`config.mk`:
```
export PLATFORM = sky130hd
export DESIGN_NAME = alu_16_bist
export DESIGN_NICKNAME = d
export VERILOG_FILES = /design/src/rtl/alu_16_bist.sv
export SDC_FILE = /design/constraint.sdc
export NUM_CORES = 1
export LEC_CHECK = 0
export ABC_CLOCK_PERIOD_IN_PS = 4800
export CAP_MARGIN = 20
export CORE_MARGIN = 4
export CORE_UTILIZATION = 51
export DETAILED_ROUTE_END_ITERATION = 10
export HOLD_SLACK_MARGIN = 0.03
export PLACE_DENSITY = 0.84
export SYNTH_ARGS = -nofsm -noshare
export SYNTH_HDL_FRONTEND = slang
export SYNTH_SLANG_ARGS = --single-unit
```
`constraint.sdc`:
```
create_clock -name clk -period 4.8 [get_ports clk]
set_clock_uncertainty 0.05 [all_clocks]
set_input_delay 0.96 -clock clk [delete_from_list [all_inputs] [get_ports clk]]
set_output_delay 0.96 -clock clk [all_outputs]
set_load 0.005 [all_outputs]
```
`src/rtl/alu_16_bist.sv`:
```
// Built-in self-test controller for alu_16: LFSR vector source, MISR response compactor.
// Optional ALU_BIST_FAULT_INJ_EN adds a fault_inj input that flips response bit 0 during RUN.
module alu_16_bist #(
  parameter int unsigned NUM_VECTORS = 256,
  parameter logic [33:0] SEED        = 34'h0AA5555AA,
  parameter logic [16:0] GOLDEN_SIG  = 17'h00000
) (
  input  logic        clk,
  input  logic        rst_n,
  input  logic        start,
  output logic [1:0]  alu_op,
  output logic [15:0] alu_a,
  output logic [15:0] alu_b,
  input  logic [15:0] alu_o,
  input  logic        alu_c_out,
  output logic        busy,
  output logic        done,
  output logic        pass,
  output logic [16:0] signature
`ifdef ALU_BIST_FAULT_INJ_EN
  ,
  input  logic        fault_inj
`endif
);

  localparam int unsigned CW = $clog2(NUM_VECTORS + 1);
  localparam logic [CW-1:0] LAST = CW'(NUM_VECTORS - 1);

  localparam logic [1:0] S_IDLE = 2'd0;
  localparam logic [1:0] S_RUN  = 2'd1;
  localparam logic [1:0] S_DONE = 2'd2;

  logic [1:0]    state;
  logic [33:0]   vec;
  logic [16:0]   misr;
  logic [CW-1:0] count;
  logic [16:0]   resp;

  always_comb begin
`ifdef ALU_BIST_FAULT_INJ_EN
    resp = {alu_c_out, alu_o} ^ {16'b0, fault_inj};
`else
    resp = {alu_c_out, alu_o};
`endif
  end

  // The vector register doubles as the LFSR state, so the ALU inputs are always registered.
  always_ff @(posedge clk or negedge rst_n) begin
    if (!rst_n) begin
      state <= S_IDLE;
      vec   <= '0;
      misr  <= '0;
      count <= '0;
    end else begin
      case (state)
        S_IDLE, S_DONE: begin
          if (start) begin
            vec   <= SEED;
            misr  <= '0;
            count <= '0;
            state <= S_RUN;
          end
        end
        S_RUN: begin
          misr  <= {misr[15:0], misr[16] ^ misr[13]} ^ resp;
          vec   <= {vec[32:0], vec[33] ^ vec[26] ^ vec[1] ^ vec[0]};
          count <= count + 1'b1;
          if (count == LAST) state <= S_DONE;
        end
        default: state <= S_IDLE;
      endcase
    end
  end

  assign {alu_op, alu_a, alu_b} = vec;
  assign busy      = (state == S_RUN);
  assign done      = (state == S_DONE);
  assign pass      = done && (misr == GOLDEN_SIG);
  assign signature = misr;

endmodule

```
Word level (Yosys, flattened, before mapping)

Index checks and enable logic that the tools add are counted.

Add/sub/neg operators: 1
Eq/ne operators: 5
Multiplexer cells: 9
Bitwise gates (word level): 5
Reduce and logical (&&, ||, !) cells: 7

Operators by type and width:

| cell                  | count |
|---|---|
| $pmux W34 S2          | 1 |
| $mux W34              | 1 |
| $pmux W17 S2          | 1 |
| $pmux W9 S2           | 1 |
| $logic_not A17 Y1     | 1 |
| $mux W17              | 1 |
| $xor A17 B17 Y17      | 1 |
| $add A9 B1 Y9 const B | 1 |
| $eq A9 B8 Y1 const B  | 1 |
| $mux W9               | 1 |
| $mux W2               | 2 |
| $pmux W2 S2           | 1 |
| $reduce_and A2 Y1     | 2 |
| $xor A1 B1 Y1         | 4 |
| $eq A2 B1 Y1 const B  | 1 |
| $eq A2 B2 Y1 const B  | 1 |
| $logic_not A2 Y1      | 1 |
| $ne A2 B1 Y1 const B  | 1 |
| $ne A2 B2 Y1 const B  | 1 |
| $reduce_bool A2 Y1    | 1 |
| $reduce_or A2 Y1      | 1 |
| $logic_and A1 B1 Y1   | 1 |

Register bits: 62
Bits of input ports: 20
Output and inout bits: 54
Word-level logic and storage cells: 31

Logic depth before layout (Yosys ltp)

Gate-level depths: netlist of run 1.

Depth after elaboration: 4
Gate-level depth with buffers: 6
Gate-level depth less buffers: 6

Least setup slack after synthesis of run 1

OpenSTA, ideal clock, no wires.

Kind: register to output
From: register misr[12], in the netlist signature[12]
To: output port pass
Arrival time: 1.267 ns
Data required time: 3.790 ns
Path slack: 2.523 ns
Stages on the path, launching flop included: 4
Buffers on the path: 0
Cell sequence: dfrtp_1 > or4_1 > nor4_1 > and4_1

Word-level cells in the longest chain between the ends: 2

RTL lines:

| what                     | RTL line | source |
|---|---|---|
| start: declaration       | 35       | `logic [16:0] misr;` |
| start signal: assignment | 65       | `misr <= {misr[15:0], misr[16] ^ misr[13]} ^ resp;` |
| $logic_not A17 Y1        | 78       | `assign pass = done && (misr == GOLDEN_SIG);` |
| $logic_and A1 B1 Y1      | 78       |  |
| end: declaration         | 18       | `output logic pass,` |

Every way passes these cells.

Worst setup path in the final report of run 1

Ends and elaborated chain as after synthesis.

==> results of run 1 <==
-- power breakdown --
part	internal (µW)	switching, µW
logic	619	308
registers	774	248
clock network	199	194
-- sequential cells by signal, summed over array words and instances (netlist names) --
| name | flops |
|---|---|
| vec | 34 |
| state | 2 |
| signature | 17 |
| count | 9 |
-- worst paths after layout --
path	end	slack (ps)
worst max-delay path	pass	1590
worst min-delay path	count[4]	430
worst max register to register	count[6]	2650
worst min register to register	count[4]	430
max in group asynchronous	state[1]	3470
min in group asynchronous	signature[4]	740
-- metal layers --
metal | global-route usage | up-vias | share of wire
li1 | - | 939 | -
met1 | 0.293 | 963 | 0.47
met2 | 0.299 | 81 | 0.43
met3 | 0.0598 | 10 | 0.083
met4 | 0.0878 | 0 | 0.016
met5 | 0 | - | 0
-- through the flow --
stage                     instances  hold slack, ps  instance area, µm²  utilization  total power, µW
after floorplan                 227             387                2630            -             1390
after global placement          354             408                3360        0.693             1930
after detailed placement        354             423                3360        0.693             1960
after CTS                       370             435                3530        0.728             2360
after global routing            370             456                3530        0.728             2510
final                           370             431                3530        0.728             2340
-- synth_stat cells, drive strengths merged --
library cell | instances | share of area
dfrtp | 62 | 0.59
and4 | 1 | 0.0033
and3 | 1 | 0.0024
nor3 | 1 | 0.0019
buf | 9 | 0.027
xor2 | 17 | 0.057
a21oi | 1 | 0.0019
o22ai | 1 | 0.0024
mux2i | 5 | 0.019
a31oi | 1 | 0.0024
nand3 | 18 | 0.034
nor4 | 3 | 0.0071
ha | 2 | 0.0095
and4b | 1 | 0.0038
a22o | 36 | 0.12
clkbuf | 6 | 0.0086
or4 | 1 | 0.0029
nand2b | 4 | 0.012
xnor2 | 4 | 0.013
o21ai | 3 | 0.0057
nor2 | 1 | 0.0014
and2 | 1 | 0.0033
nand2 | 42 | 0.060
inv | 3 | 0.0043
nand4 | 3 | 0.0071
-- worst register-to-register path, delay by kind of cell, from the launching register on --
family	cells	cell delay [ps]
mux	1	150
simple gates	2	760
buf+inv	2	680
flops	1	380
-- cell families after synthesis --
kind of cell             count (synthesis)  share of synthesized area
AND/OR/NAND/NOR                         77                      0.140
flip-flops                              62                      0.590
AO/OA/AOI/OAI                           42                      0.132
XOR/XNOR                                21                     0.0699
buffers and inverters                   18                     0.0395
multiplexers                             5                     0.0190
adder cells (fa/ha/maj)                  2                    0.00951
-- area by class of cell --
type                       count  area (µm²)
sequential                    62        1550
fill                         359        1320
multi-input combinational    147         975
timing repair buffer          75         741
clock buffer                  12         145
tap                           67        83.8
clock inverter                 4        22.5
inverter                       3        11.3
==> flow_summary.ini, run 1 <==
[placement]
preCtsSetupSlack_ps = 1930
port_buffers = 73
dp_hpwl_um = 3710
gp_congestion = 0.727

[route]
via_per_inst = 5.39
ant_nets = 0
totalWireLength_um = 5960
drt_iter0_drc = 95
wl_per_cell_um = 16.1
vias = 1993
first_pass_iters = 4
drc = 0

[layout]
diodes = 0
final_common_cell = clkdlybuf4s50_1
final_nets = 320
syn_to_final_growth_pct = 34.2
layout-drive-gt1-share = 0.0627
layout_common_cells = clkdlybuf4s50_1 (72), dfrtp_1 (62), nand2_1 (42)

[sta]
post-route-min-period_ps = 3210
period_share = 0.668
rsz0062_at_grt = no
fmax_mhz = 312
drv_slew = 0
setup_viol = 0
tightest_slew_ps = 877
maxSlewHeadroom = 0.415
setup_tns_ps = 0
fin_ws_ps = 1590
hold_violations = 0

[yosys]
ys_seq_area_frac = 0.590
synth-seq-cells = 62
syn_inst = 227
ys_warn_count = 0
synth_nets = 249
ys_types = 27
avgSynthCellArea_um2 = 11.6
netlist_area_um2 = 2630

[critical_path]
reg2reg_from = state[1]
worstSetupPathType = reg2out
slowest_stage = or4_1
startpoint = signature[12]
crit_chain = or4_1 -> nor4_1 -> and4_1 -> clkdlybuf4s50_1
cp.arrival_ps = 2200
cp.depth = 4
crit_family = simple AND/OR/NAND/NOR gates
worstSetupEndpointType = output port
crit_path_max_incr_delay_ps = 540
required_ps = 3790
crit_fanout = 4
cp_num_buf_inv = 1
r2r_cells = 5
critPathLaunchType = register

[die]
core.rowCount = 25
pin_count = 74
die-area_um2 = 6370
die_w_um = 79.8
die_h_um = 79.8
start_util = 0.542
core_area_um2 = 4850

[cts]
clk_path_buf_depth = 2
clkTransAtPathRegs_ps = 70
clk_latency_ps = 330
cts_setup_buffers = 0
clockRootBuffer = clkbuf_8
cts_max_level = 3
cts_tree = done
cts_buffers = 9
ctsHoldBuffers = 0
clock_sinks = 62
post_cts_resize_count = 0

[run_status]
status = finished, final reports clean

[worst_hold_path]
min-delay-start = count[4]
min_path_type = reg2reg
whs_path_depth = 1

[global_route]
antenna_found_initial = 0
track_usage = 0.207
grt.overflow.total = 0
grt_pass1_wl_um = 10200
first_global_vias = 2112
grt_max_degree = 63

[pwr]
peakVddDrop_mv = 0.418
power_leakage_uw = 0.00163
power_per_cell_area_nw_per_um2 = 663

[job]
cap_violations = 0
Note: power is estimated with default switching activity, not from simulation.
==> run 2: changes to the inputs <==
- ABC_CLOCK_PERIOD_IN_PS: 4800 -> 3200
- CORE_UTILIZATION: 51 -> 47
- PLACE_DENSITY: 0.84 -> 0.79
- clock period: 4.8 -> 3.2 ns (I/O delays scaled with it)
==> run 2 against run 1 <==
Sequential cell count stayed put. Final area is 1.3% higher. First-iteration DRC count is 23% lower. Via count is 0.90% higher. Combinational power is 50% higher. Final cell count is 1.1% higher. Power is 54% higher. Clock power is 75% higher. Global-route usage is 2.7 points lower. Sequential power is 51% higher. Core utilization is 5.0 points lower. Die area is 7.6% higher. Critical path type unchanged. Critical endpoint unchanged. Largest power group unchanged.
==> flow_summary.ini, run 2 (same netlist as run 1, synthesis figures left out) <==
[layout]
final_nets = 321
largest_register = vec
layout_common_cells = clkdlybuf4s50_1 (72), dfrtp_1 (62), nand2_1 (42)
final_common_cell = clkdlybuf4s50_1
largest_reg_flops = 34
final_cell_count_no_fill = 374
syn_to_final_growth_pct = 35.9
diodes = 0
final_util = 0.678
layout-drive-gt1-share = 0.0658

[pwr]
power_per_cell_area_nw_per_um2 = 1010
power.total_uw = 3620
peakVddDrop_mv = 0.555
power_leakage_uw = 0.00165

[placement]
gp_congestion = 0.780
placed_cells_incl_taps = 358
port_buffers = 73
dp_hpwl_um = 3840

[worst_hold_path]
min_path_type = in2async

[die]
die-area_um2 = 6860
pin_count = 74
die_w_um = 82.8
core.rowCount = 26
start_util = 0.499
die_h_um = 82.8
core_area_um2 = 5270

[critical_path]
worstSetupEndpointType = output port
critPathLaunchType = register
required_ps = 2510
crit_path_max_incr_delay_ps = 540
worstSetupPathType = reg2out
reg2reg_slack_ps = 1520
crit_chain = or4_1 -> nor4_1 -> and4_1 -> clkdlybuf4s50_1
cp.arrival_ps = 2150
crit_fanout = 4
slowest_stage = or4_1

[sta]
hold_violations = 0
post-route-min-period_ps = 2840
tightest_slew_ps = 578
rsz0062_at_grt = no
drv_slew = 0
maxSlewHeadroom = 0.614
period_share = 0.889
fmax_mhz = 352
setup_tns_ps = 0
setup_viol = 0

[global_route]
track_usage = 0.181
grt_pass1_wl_um = 10200
grt_max_degree = 58
antenna_found_initial = 0
first_global_vias = 2050
grt.overflow.total = 0

[route]
wl_per_cell_um = 16.2
totalWireLength_um = 6060
vias = 2011
drt_iter0_drc = 73
via_per_inst = 5.38
ant_nets = 0
drc = 0
first_pass_iters = 4

[cts]
cts_buffers = 9
cts_tree = done
post_cts_resize_count = 0
clkTransAtPathRegs_ps = 70
ctsHoldBuffers = 0
clock_sinks = 62
clockRootBuffer = clkbuf_8
clk_path_buf_depth = 2
cts_setup_buffers = 0
cts_max_level = 3
clk_latency_ps = 330

[run_status]
status = finished, final reports clean

[job]
cap_violations = 0
==> run 2: changes by cell type in the layout (fill, tap and decap cells not counted) <==
| cell | change |
|---|---|
| buf_4 | +1 |
| bufinv_16 | +1 |
| clkbuf_8 | +1 |
| clkinv_1 | -1 |
| clkinv_2 | -2 |
| inv_1 | +1 |
==> run 2: power by group <==
part	leakage, µW	internal (µW)	switching [µW]
clock network	0.0000996	402	287
logic	0.000807	930	457
registers	0.000747	1160	381
==> run 2: critical path: cells and delay by family (launching register included) <==
family | cells | cell delay, ps
flip-flops | 1 | 410
buffers and inverters | 1 | 490
AND/OR/NAND/NOR | 3 | 930
==> run 2: cell type report <==
| class | count | area, µm² |
|---|---|---|
| fillers | 439 | 1700 |
| repair buffers | 76 | 748 |
| inverters | 3 | 11.3 |
| flip-flops and latches | 62 | 1550 |
| well taps | 70 | 87.6 |
| clock buffers | 13 | 159 |
| clock inverters | 3 | 42.5 |
| multi-input cells | 147 | 975 |
==> run 2: per-stage QoR <==
stage	setup slack, ps	hold slack, ps	area, µm²
floorplan	1240	294	2630
global placement	715	410	3370
detailed placement	709	423	3370
CTS	346	256	3570
global route	290	284	3570
finish	355	246	3570
==> run 2: routing by layer <==
layer / track usage / part of all wire / up-vias
li1: - / - / 942
met1: 0.260 / 0.48 / 983
met2: 0.257 / 0.43 / 78
met3: 0.0554 / 0.073 / 8
met4: 0.0669 / 0.011 / 0
met5: 0 / 0 / -
==> run 2: worst paths after layout <==
check                               from      endpoint  depth (start not counted)
setup / recovery           signature[12]          pass                          4
hold / removal                     rst_n  signature[4]                          1
setup reg to reg                state[1]      count[6]                          5
hold reg to reg                 count[7]      count[7]                          1
max in group asynchronous          rst_n       vec[18]                          2
min in group clk                count[7]      count[7]                          1
==> run 3: changes to the inputs <==
- ABC_AREA: not set -> 1
- CORE_UTILIZATION: 47 -> 45
- DONT_BUFFER_PORTS: not set -> 1
- PLACE_DENSITY: 0.79 -> not set
==> run 3 against run 2 <==
Register-to-register slack got worse by 70 ps. Synthesized cell count up 37%. Core utilization fell by 17 points. Routed wire length up 3.2%. Largest cell class unchanged. Largest power group unchanged.
==> flow_summary.ini, run 3 <==
[cts]
cts_buffers = 9
cts_tree = done
cts_setup_buffers = 0
clk_latency_ps = 330
clock_sinks = 62
cts_max_level = 3
clk_path_buf_depth = 2
clkTransAtPathRegs_ps = 70
clockRootBuffer = clkbuf_8

[die]
die_h_um = 86.6
start_util = 0.466
core_area_um2 = 5960
die_w_um = 86.6
core.rowCount = 28
die-area_um2 = 7490
pin_count = 74

[yosys]
netlist_area_um2 = 2780
synth_top_cell_by_area = dfrtp_1
synth_nets = 333
syn_inst = 311
avgSynthCellArea_um2 = 8.93
synth_top_area_share = 0.559
synth_most_common_cell = nand2_1
async_reset_ff_frac = 1.00
ys_seq_area_frac = 0.559
ys_warn_count = 0
netlist_top_cells_count = nand2_1 (73), dfrtp_1 (62), o21ai_0 (55)
ys.flop_type = dfrtp_1
synth-seq-cells = 62
synth_edf_count = 0
ys_types = 21
synth_area_leaders = dfrtp_1 (56%), o21ai_0 (9.9%), nand2_1 (9.9%), inv_1 (5.4%), xnor2_1 (5.0%)

[global_route]
grt_max_degree = 63
grt_pass1_wl_um = 10500
antenna_found_initial = 0
track_usage = 0.182
first_global_vias = 2122
grt.overflow.total = 0

[sta]
period_share = 0.663
hold_violations = 0
post-route-min-period_ps = 2120
rsz0062_at_grt = no
setup_viol = 0
fmax_mhz = 471
maxSlewHeadroom = 0.675
fin_ws_ps = 1080
tightest_slew_ps = 488
drv_slew = 0
setup_tns_ps = 0

[placement]
preCtsSetupSlack_ps = 1410
dp_hpwl_um = 4140
gp_congestion = 0.914
port_buffers = 0

[critical_path]
startpoint = state[0]
crit_fanout = 3
required_ps = 2510
worstSetupPathType = reg2out
worstSetupEndpointType = output port
r2r_cells = 7
reg2reg_from = count[0]
critPathLaunchType = register
cp.arrival_ps = 1430

[route]
drt_iter0_drc = 110
totalWireLength_um = 6250
first_pass_iters = 4
wl_per_cell_um = 15.9
via_per_inst = 5.41
ant_nets = 0
vias = 2126
drc = 0

[layout]
final_nets = 335
final_util = 0.511
diodes = 0
largest_reg_flops = 34
largest_register = vec
final_common_cell = nand2_1
syn_to_final_growth_pct = 9.69
layout-drive-gt1-share = 0.0849
layout_common_cells = nand2_1 (73), dfrtp_1 (62), o21ai_0 (55)

[pwr]
power_leakage_uw = 0.00143
peakVddDrop_mv = 0.533
power_per_cell_area_nw_per_um2 = 987

[job]
cap_violations = 0

[worst_hold_path]
min_path_type = in2async

[run_status]
status = finished, final reports clean
## run 3: logic make-up after synthesis
kind of cell / share of synthesized area
fa+ha+maj: 0.00901
simple gates: 0.155
buf+inv: 0.0838
xor+xnor: 0.0505
compound gates: 0.143
flops: 0.559
## run 3: report_power, final
group	switching, µW	internal [µW]	total, µW
clock	295	402	697
sequential	421	1150	1580
combinational	412	320	732
## run 3: worst max-delay path: stages (launching register included)
cell     delay (ps)
dfrtp_1         390
inv_1           150
nand2_1         170
nor3_1          170
nand2_1          70
nor2_1          160
## run 3: timing repair
action,CTS,global route
hold buffers,1,0
endpoints found under the hold margin,62,0
gates resized for setup,0,0
## run 3: routing by layer
| metal | wire, µm | global-route usage | vias to the layer above | part of all wire |
|---|---|---|---|---|
| met4 | 112 | 0.0949 | 0 | 0.018 |
| met2 | 2930 | 0.280 | 73 | 0.47 |
| met5 | 0 | 0 | - | 0 |
| met1 | 2690 | 0.228 | 1040 | 0.43 |
| met3 | 526 | 0.0580 | 11 | 0.084 |
| li1 | - | - | 1002 | - |
## run 3: worst paths after layout
kind                       slack [ps]           end
setup / recovery                 1080          pass
hold / removal                    130  signature[6]
setup reg to reg                 1450      count[8]
hold reg to reg                   470      count[1]
max in group asynchronous        2710       vec[22]
min in group clk                  410      state[1]
## run 3: cell type report
cell class,instances,area [µm²]
well taps,75,93.8
repair buffers,4,50.0
inverters,41,154
fillers,578,2910
clock buffers,13,159
multi-input cells,195,995
flip-flops and latches,62,1550
clock inverters,3,42.5
## run 3: through the flow
step | power [µW] | std cells | instance area [µm²] | hold WS, ps
floorplan | 2080 | 311 | 2780 | 294
global placement | 2300 | 376 | 2820 | 296
detailed placement | 2310 | 376 | 2820 | 296
CTS | 3050 | 393 | 3050 | 117
global route | 3260 | 393 | 3050 | 124
finish | 3010 | 393 | 3050 | 125
